--- config.mk ---
export PLATFORM = sky130hd
export DESIGN_NAME = lsu_mem_ctrl
export DESIGN_NICKNAME = d
export VERILOG_FILES = /design/src/rtl/mem_pkg.sv /design/src/rtl/load_align.sv /design/src/rtl/lsu_mem_ctrl.sv
export SDC_FILE = /design/constraint.sdc
export NUM_CORES = 1
export LEC_CHECK = 0
export BUFFER_PORTS_ARGS = -buffer_cell sky130_fd_sc_hd__buf_2
export CORE_ASPECT_RATIO = 0.8
export CORE_MARGIN = 3
export CORE_UTILIZATION = 35
export DETAILED_ROUTE_END_ITERATION = 6
export GPL_TIMING_DRIVEN = 0
export PLACE_DENSITY = 0.7
export SYNTH_ARGS = -nofsm -noshare
export SYNTH_HDL_FRONTEND = slang
export SYNTH_SLANG_ARGS = --single-unit
--- constraint.sdc ---
create_clock -name clk -period 1.7 [get_ports clk]
set_clock_uncertainty 0.15 [all_clocks]
set_input_delay 0.17 -clock clk [delete_from_list [all_inputs] [get_ports clk]]
set_output_delay 0.17 -clock clk [all_outputs]
set_load 0.02 [all_outputs]
--- src/rtl/mem_pkg.sv ---
// mem_pkg: definitions shared by the load/store controller and its load aligner.
//   MODE_*      : access-size codes. They are identical to the data memory's Mode pins and to
//                 the req_size encoding, so a store's size goes straight onto mem_mode.
//   lsu_state_e : controller FSM state encoding.
//   misaligned(): alignment / legality check applied when a request is accepted.
package mem_pkg;

    localparam logic [1:0] MODE_BYTE = 2'b00;
    localparam logic [1:0] MODE_HALF = 2'b01;
    localparam logic [1:0] MODE_WORD = 2'b10;
    localparam logic [1:0] MODE_ILL  = 2'b11;

    typedef enum logic [1:0] {
        StIdle   = 2'b00,
        StAccess = 2'b01,
        StResp   = 2'b10,
        StErr    = 2'b11
    } lsu_state_e;

    // Returns 1 when the request is illegal: a reserved size, or a halfword/word access
    // whose address is not naturally aligned.
    function automatic logic misaligned(input logic [1:0] size, input logic [1:0] addr_lo);
        logic bad;
        bad = 1'b0;
        case (size)
            MODE_BYTE: bad = 1'b0;
            MODE_HALF: bad = addr_lo[0];
            MODE_WORD: bad = (addr_lo != 2'b00);
            default:   bad = 1'b1;
        endcase
        return bad;
    endfunction

endpackage

--- src/rtl/load_align.sv ---
// load_align: purely combinational lane selection and extension of a loaded word.
//   word        in  32  full word returned by the memory (word-mode read)
//   addr_lo     in  2   byte offset of the load within the word
//   size        in  2   MODE_BYTE / MODE_HALF / MODE_WORD
//   is_unsigned in  1   zero-extend byte/half results instead of sign-extending
//   data        out 32  right-aligned, extended load result
module load_align
    import mem_pkg::*;
(
    input  logic [31:0] word,
    input  logic [1:0]  addr_lo,
    input  logic [1:0]  size,
    input  logic        is_unsigned,
    output logic [31:0] data
);

    logic [7:0]  byte_lane;
    logic [15:0] half_lane;
    logic        ext_bit;

    always_comb begin
        byte_lane = 8'h00;
        case (addr_lo)
            2'd0:    byte_lane = word[7:0];
            2'd1:    byte_lane = word[15:8];
            2'd2:    byte_lane = word[23:16];
            default: byte_lane = word[31:24];
        endcase
        // Halfword accesses are already known to be aligned, so only addr_lo[1] matters.
        half_lane = addr_lo[1] ? word[31:16] : word[15:0];
    end

    always_comb begin
        data    = word;
        ext_bit = 1'b0;
        case (size)
            MODE_BYTE: begin
                ext_bit = ~is_unsigned & byte_lane[7];
                data    = {{24{ext_bit}}, byte_lane};
            end
            MODE_HALF: begin
                ext_bit = ~is_unsigned & half_lane[15];
                data    = {{16{ext_bit}}, half_lane};
            end
            default: data = word;
        endcase
    end

endmodule

--- src/rtl/lsu_mem_ctrl.sv ---
// lsu_mem_ctrl: load/store controller between the MEM pipeline stage and the data memory.
// Accepts one request at a time (valid/ready), rejects illegal/misaligned requests with a
// one-cycle error response, otherwise performs a single memory access followed by a
// one-cycle response carrying extended load data. busy stalls the pipeline meanwhile.
//   clk, clr_n             clock (rising edge) and asynchronous active-low reset
//   req_valid / req_ready  request handshake; ready only while idle
//   req_we, req_size, req_unsigned, req_addr, req_wdata   request fields
//   rsp_valid, rsp_err, rsp_rdata                         one-cycle response
//   busy                   high whenever a request is in flight
//   mem_addr, mem_wdata, mem_mode, mem_str, mem_sel, mem_ld, mem_rdata  memory pins
module lsu_mem_ctrl
    import mem_pkg::*;
#(
    parameter int unsigned ADDR_WIDTH = 12
) (
    input  logic                  clk,
    input  logic                  clr_n,

    input  logic                  req_valid,
    output logic                  req_ready,
    input  logic                  req_we,
    input  logic [1:0]            req_size,
    input  logic                  req_unsigned,
    input  logic [ADDR_WIDTH-1:0] req_addr,
    input  logic [31:0]           req_wdata,

    output logic                  rsp_valid,
    output logic                  rsp_err,
    output logic [31:0]           rsp_rdata,

    output logic                  busy,

    output logic [ADDR_WIDTH-1:0] mem_addr,
    output logic [31:0]           mem_wdata,
    output logic [1:0]            mem_mode,
    output logic                  mem_str,
    output logic                  mem_sel,
    output logic                  mem_ld,
    input  logic [31:0]           mem_rdata
);

    lsu_state_e            state_q, state_d;
    logic [ADDR_WIDTH-1:0] addr_q;
    logic                  we_q;
    logic [1:0]            size_q;
    logic                  uns_q;
    logic [31:0]           wdata_q;

    logic                  accept;
    logic [31:0]           load_data;

    assign accept = (state_q == StIdle) && req_valid;

    // Next-state logic.
    always_comb begin
        state_d = state_q;
        unique case (state_q)
            StIdle: begin
                if (req_valid) begin
                    state_d = misaligned(req_size, req_addr[1:0]) ? StErr : StAccess;
                end
            end
            StAccess: state_d = StResp;
            StResp:   state_d = StIdle;
            StErr:    state_d = StIdle;
            default:  state_d = StIdle;
        endcase
    end

    always_ff @(posedge clk or negedge clr_n) begin
        if (!clr_n) begin
            state_q <= StIdle;
        end else begin
            state_q <= state_d;
        end
    end

    // Request fields are captured only on the accepting edge and held until the next accept.
    always_ff @(posedge clk or negedge clr_n) begin
        if (!clr_n) begin
            addr_q  <= '0;
            we_q    <= 1'b0;
            size_q  <= 2'b00;
            uns_q   <= 1'b0;
            wdata_q <= 32'h0;
        end else if (accept) begin
            addr_q  <= req_addr;
            we_q    <= req_we;
            size_q  <= req_size;
            uns_q   <= req_unsigned;
            wdata_q <= req_wdata;
        end
    end

    load_align u_load_align (
        .word        (mem_rdata),
        .addr_lo     (addr_q[1:0]),
        .size        (size_q),
        .is_unsigned (uns_q),
        .data        (load_data)
    );

    // Outputs decode directly from the state register, so an asynchronous reset drops the
    // strobe immediately and aborts a store still in ACCESS.
    always_comb begin
        req_ready = 1'b0;
        busy      = 1'b1;
        rsp_valid = 1'b0;
        rsp_err   = 1'b0;
        rsp_rdata = 32'h0;
        mem_sel   = 1'b0;
        mem_str   = 1'b0;
        mem_mode  = MODE_WORD;
        mem_addr  = addr_q;
        mem_wdata = wdata_q;
        mem_ld    = 1'b1;

        unique case (state_q)
            StIdle: begin
                req_ready = 1'b1;
                busy      = 1'b0;
            end
            StAccess: begin
                mem_sel  = 1'b1;
                mem_str  = we_q;
                // Loads always read the whole word; the lane is picked out afterwards.
                mem_mode = we_q ? size_q : MODE_WORD;
            end
            StResp: begin
                // Mode held from ACCESS so the memory keeps presenting the same word.
                mem_mode  = we_q ? size_q : MODE_WORD;
                rsp_valid = 1'b1;
                rsp_rdata = we_q ? 32'h0 : load_data;
            end
            StErr: begin
                rsp_valid = 1'b1;
                rsp_err   = 1'b1;
            end
            default: begin
                req_ready = 1'b0;
            end
        endcase
    end

endmodule

==> impl_metrics.yaml <==
outcome:
  status: "finished, violations left"
  violations: "setup timing"
final_layout:
  instances_no_fill: 615
  fillers: 506
  diodes: 0
  finalNetCount: 596
  synthToLayoutAreaGrowth_pct: 95.3
  utilization_pct: 72.0
  final_area_um2: 5420
  drive_gt1_share_pct: 65.1
place:
  place_area_um2: 4030
  dp_cells: 533
  place_hpwl_um: 7020
  port_buffers: 166
  gp_congestion: 0.888
global_route:
  grt_pass1_wl_um: 16100
  grt.overflow.total: 0
  grt_max_degree: 51
  grt_pass1_vias: 3129
  antenna_found_initial: 0
  track_usage_pct: 22.3
clocking:
  insertion_delay_ns: 0.30
  cts.clk_slew.worst_paths_ns: 0.09
  cts.sinks: 50
  numCtsBuffers: 5
  h-tree-depth: 2
  cts_root_buf: "clkbuf_8"
  cts_tree: "yes"
  cts_buffer_depth: 2
synthesis:
  ys_warn_count: 0
  synth.distinct_cells: 34
  synth_cells: 262
  mappedNetlistNets: 349
  yosysTopAreaCellShare_pct: 45.1
  ys_seq_elements: 50
  yosysSeqAreaShare_pct: 45.1
  yosys.area.top_type: "dfrtp_1"
  ys_top_cells_by_area: "dfrtp_1 45%, mux2_2 23%, nand2_1 4.2%"
  syn_area_um2: 2780
  async_reset_ff_share_pct: 100
  syn_area_per_cell_um2: 10.6
  synth_edf_count: 0
  synth_ff_type: "dfrtp_1"
pwr:
  pwr_density_cell_nw_per_um2: 1650
  p_leak_nw: 2.63
  total_power_w: 0.00894
  vdd_drop_max_mv: 0.908
timing:
  rsz0062_at_grt: "yes"
  slew_viol_final: 0
  finalCritPeriodShare_pct: 134
  max_freq_mhz: 439
  slew_headroom_pct: 54.2
  fin_setup_tns_ns: -18.68
  hold_violations: 0
  setup_viol: 88
  period_needed_ns: 2.28
  worst_pin_slew_ns: 0.686
  setup_ws_ns: -0.577
routing:
  wl_met1_um: 4330
  firstDrtPassIters: 4
  drt_iter0_markers: 106
  wl_per_cell_um: 17.9
  wl_met2_um: 5920
  wl_met3_um: 569
  drtAntennaViolNets: 0
  drc: 0
  maxUsedRoutingLayer: "met4"
  totalWireLength_um: 11000
  vias_per_cell: 5.03
  vias: 3096
job:
  maxCapViolations: 0
worst_setup_path:
  cp_max_fo: 4
  cp.arrival_ns: 1.96
  end_kind: "output port"
  path_class: "reg2out"
  worst_ep_required_time_ns: 1.38
  critPathLaunchType: "flop"
die:
  die_area_um2: 9040
  rows: 28
  die_x_um: 106
  start_util_pct: 36.9
  die-height_um: 85.7
  pin_count: 168
  core_um2: 7530
worst_hold_path:
  min_path_type: "in2async"
[metrics by stage]
step / hold slack (ns) / worst slack, ns
CTS: 0.361 / -0.620
detailed placement: 0.255 / -0.643
global route: 0.369 / -0.658
global placement: 0.251 / -0.565
finish: 0.313 / -0.577
floorplan: -0.276 / -0.197
[layer usage]
layer  up-vias  track usage, %
met5         -               0
met4         0            5.53
met3        16            4.14
met2       117            41.0
met1      1511            27.0
li1       1452               -
[cells in the final DEF (no fill, tap or decap), types with 3 or more instances in the layout]
cell | Yosys | final
a211oi_2 | 0 | 7
nand3_4 | 0 | 12
buf_12 | 0 | 5
nand2_2 | 0 | 5
buf_4 | 3 | 23
nor2_1 | 3 | 3
clkbuf_8 | 0 | 9
o211ai_1 | 6 | 6
dfrtp_1 | 50 | 47
buf_2 | 1 | 130
buf_8 | 0 | 8
buf_6 | 1 | 31
mux2_2 | 57 | 57
nand2b_1 | 9 | 8
dlygate4sd3_1 | 0 | 50
nand3_2 | 0 | 4
o22ai_1 | 14 | 12
nand2_1 | 31 | 25
clkbuf_16 | 0 | 5
clkbuf_4 | 0 | 3
nand4_1 | 13 | 13
dfrtp_2 | 0 | 3
[synth_stat cells, types with 5 or more instances]
cell type / count
mux2_2: 57
o211ai_1: 6
nand3_1: 17
nand4_1: 13
dfrtp_1: 50
o22ai_1: 14
nand2_1: 31
clkbuf_1: 11
a211oi_1: 7
nand2b_1: 9
buf_1: 5
[what timing repair did]
item	CTS	global route
pin swaps	12	5
gates cloned	5	5
setup endpoints to repair	83	84
hold endpoints to repair	99	0
hold buffers	50	0
buffers inserted	8	10
gates resized for setup	85	59
[registers in the layout, summed over array words and instances (netlist names)]
register	cells
mem_wdata	32
size_q	2
we_q	1
mem_addr	12
state_q	2
uns_q	1
[layout make-up]
type	count	area [µm²]	share of cell area [%]
buffer	17	223	4.11
clock buffer	7	96.3	1.78
inverter	5	26.3	0.485
multi-input combinational	187	1800	33.2
tap	105	131	2.42
sequential	50	1250	23.1
timing repair buffer	243	1880	34.7
clock inverter	1	8.76	0.162
[path summary, 6_finish.rpt]
path,from,end,slack (ns),cells after the start
worst max-delay path,mem_addr[1]$_DFFE_PN0P_,rsp_rdata[14],-0.58,5
worst min-delay path,clr_n,mem_wdata[21]$_DFFE_PN0P_,0.31,2
worst max register to register,state_q[1]$_DFFE_PN0P_,mem_wdata[28]$_DFFE_PN0P_,-0.09,7
worst min register to register,mem_wdata[5]$_DFFE_PN0P_,mem_wdata[5]$_DFFE_PN0P_,0.36,1
max in group asynchronous,clr_n,mem_addr[1]$_DFFE_PN0P_,0.58,2
min in group clk,mem_wdata[5]$_DFFE_PN0P_,mem_wdata[5]$_DFFE_PN0P_,0.36,1
[worst max-delay path, cell delays in order (launching register included)]
cell and delay, ns:
dfrtp_2 0.45, mux4_2 0.36, buf_6 0.13, or3b_4 0.42, a31oi_4 0.18, buf_6 0.14
[where the power goes]
part / internal (W) / switching, W / total [W] / leakage, nW
sequential: 0.00180 / 0.000444 / 0.00225 / 0.586
clock: 0.000374 / 0.000399 / 0.000773 / 0.0544
combinational: 0.00281 / 0.00311 / 0.00592 / 1.99
[cells by family after synthesis]
| kind of cell | count (synthesis) | synth area share, % |
|---|---|---|
| adder cells (fa/ha/maj) | 4 | 1.80 |
| multiplexers | 58 | 23.9 |
| AND/OR/NAND/NOR | 87 | 16.4 |
| other | 1 | 0.135 |
| buffers and inverters | 26 | 4.24 |
| flip-flops | 50 | 45.1 |
| AO/OA/AOI/OAI | 36 | 8.43 |
No activity file was read; power rests on OpenSTA's default activity.
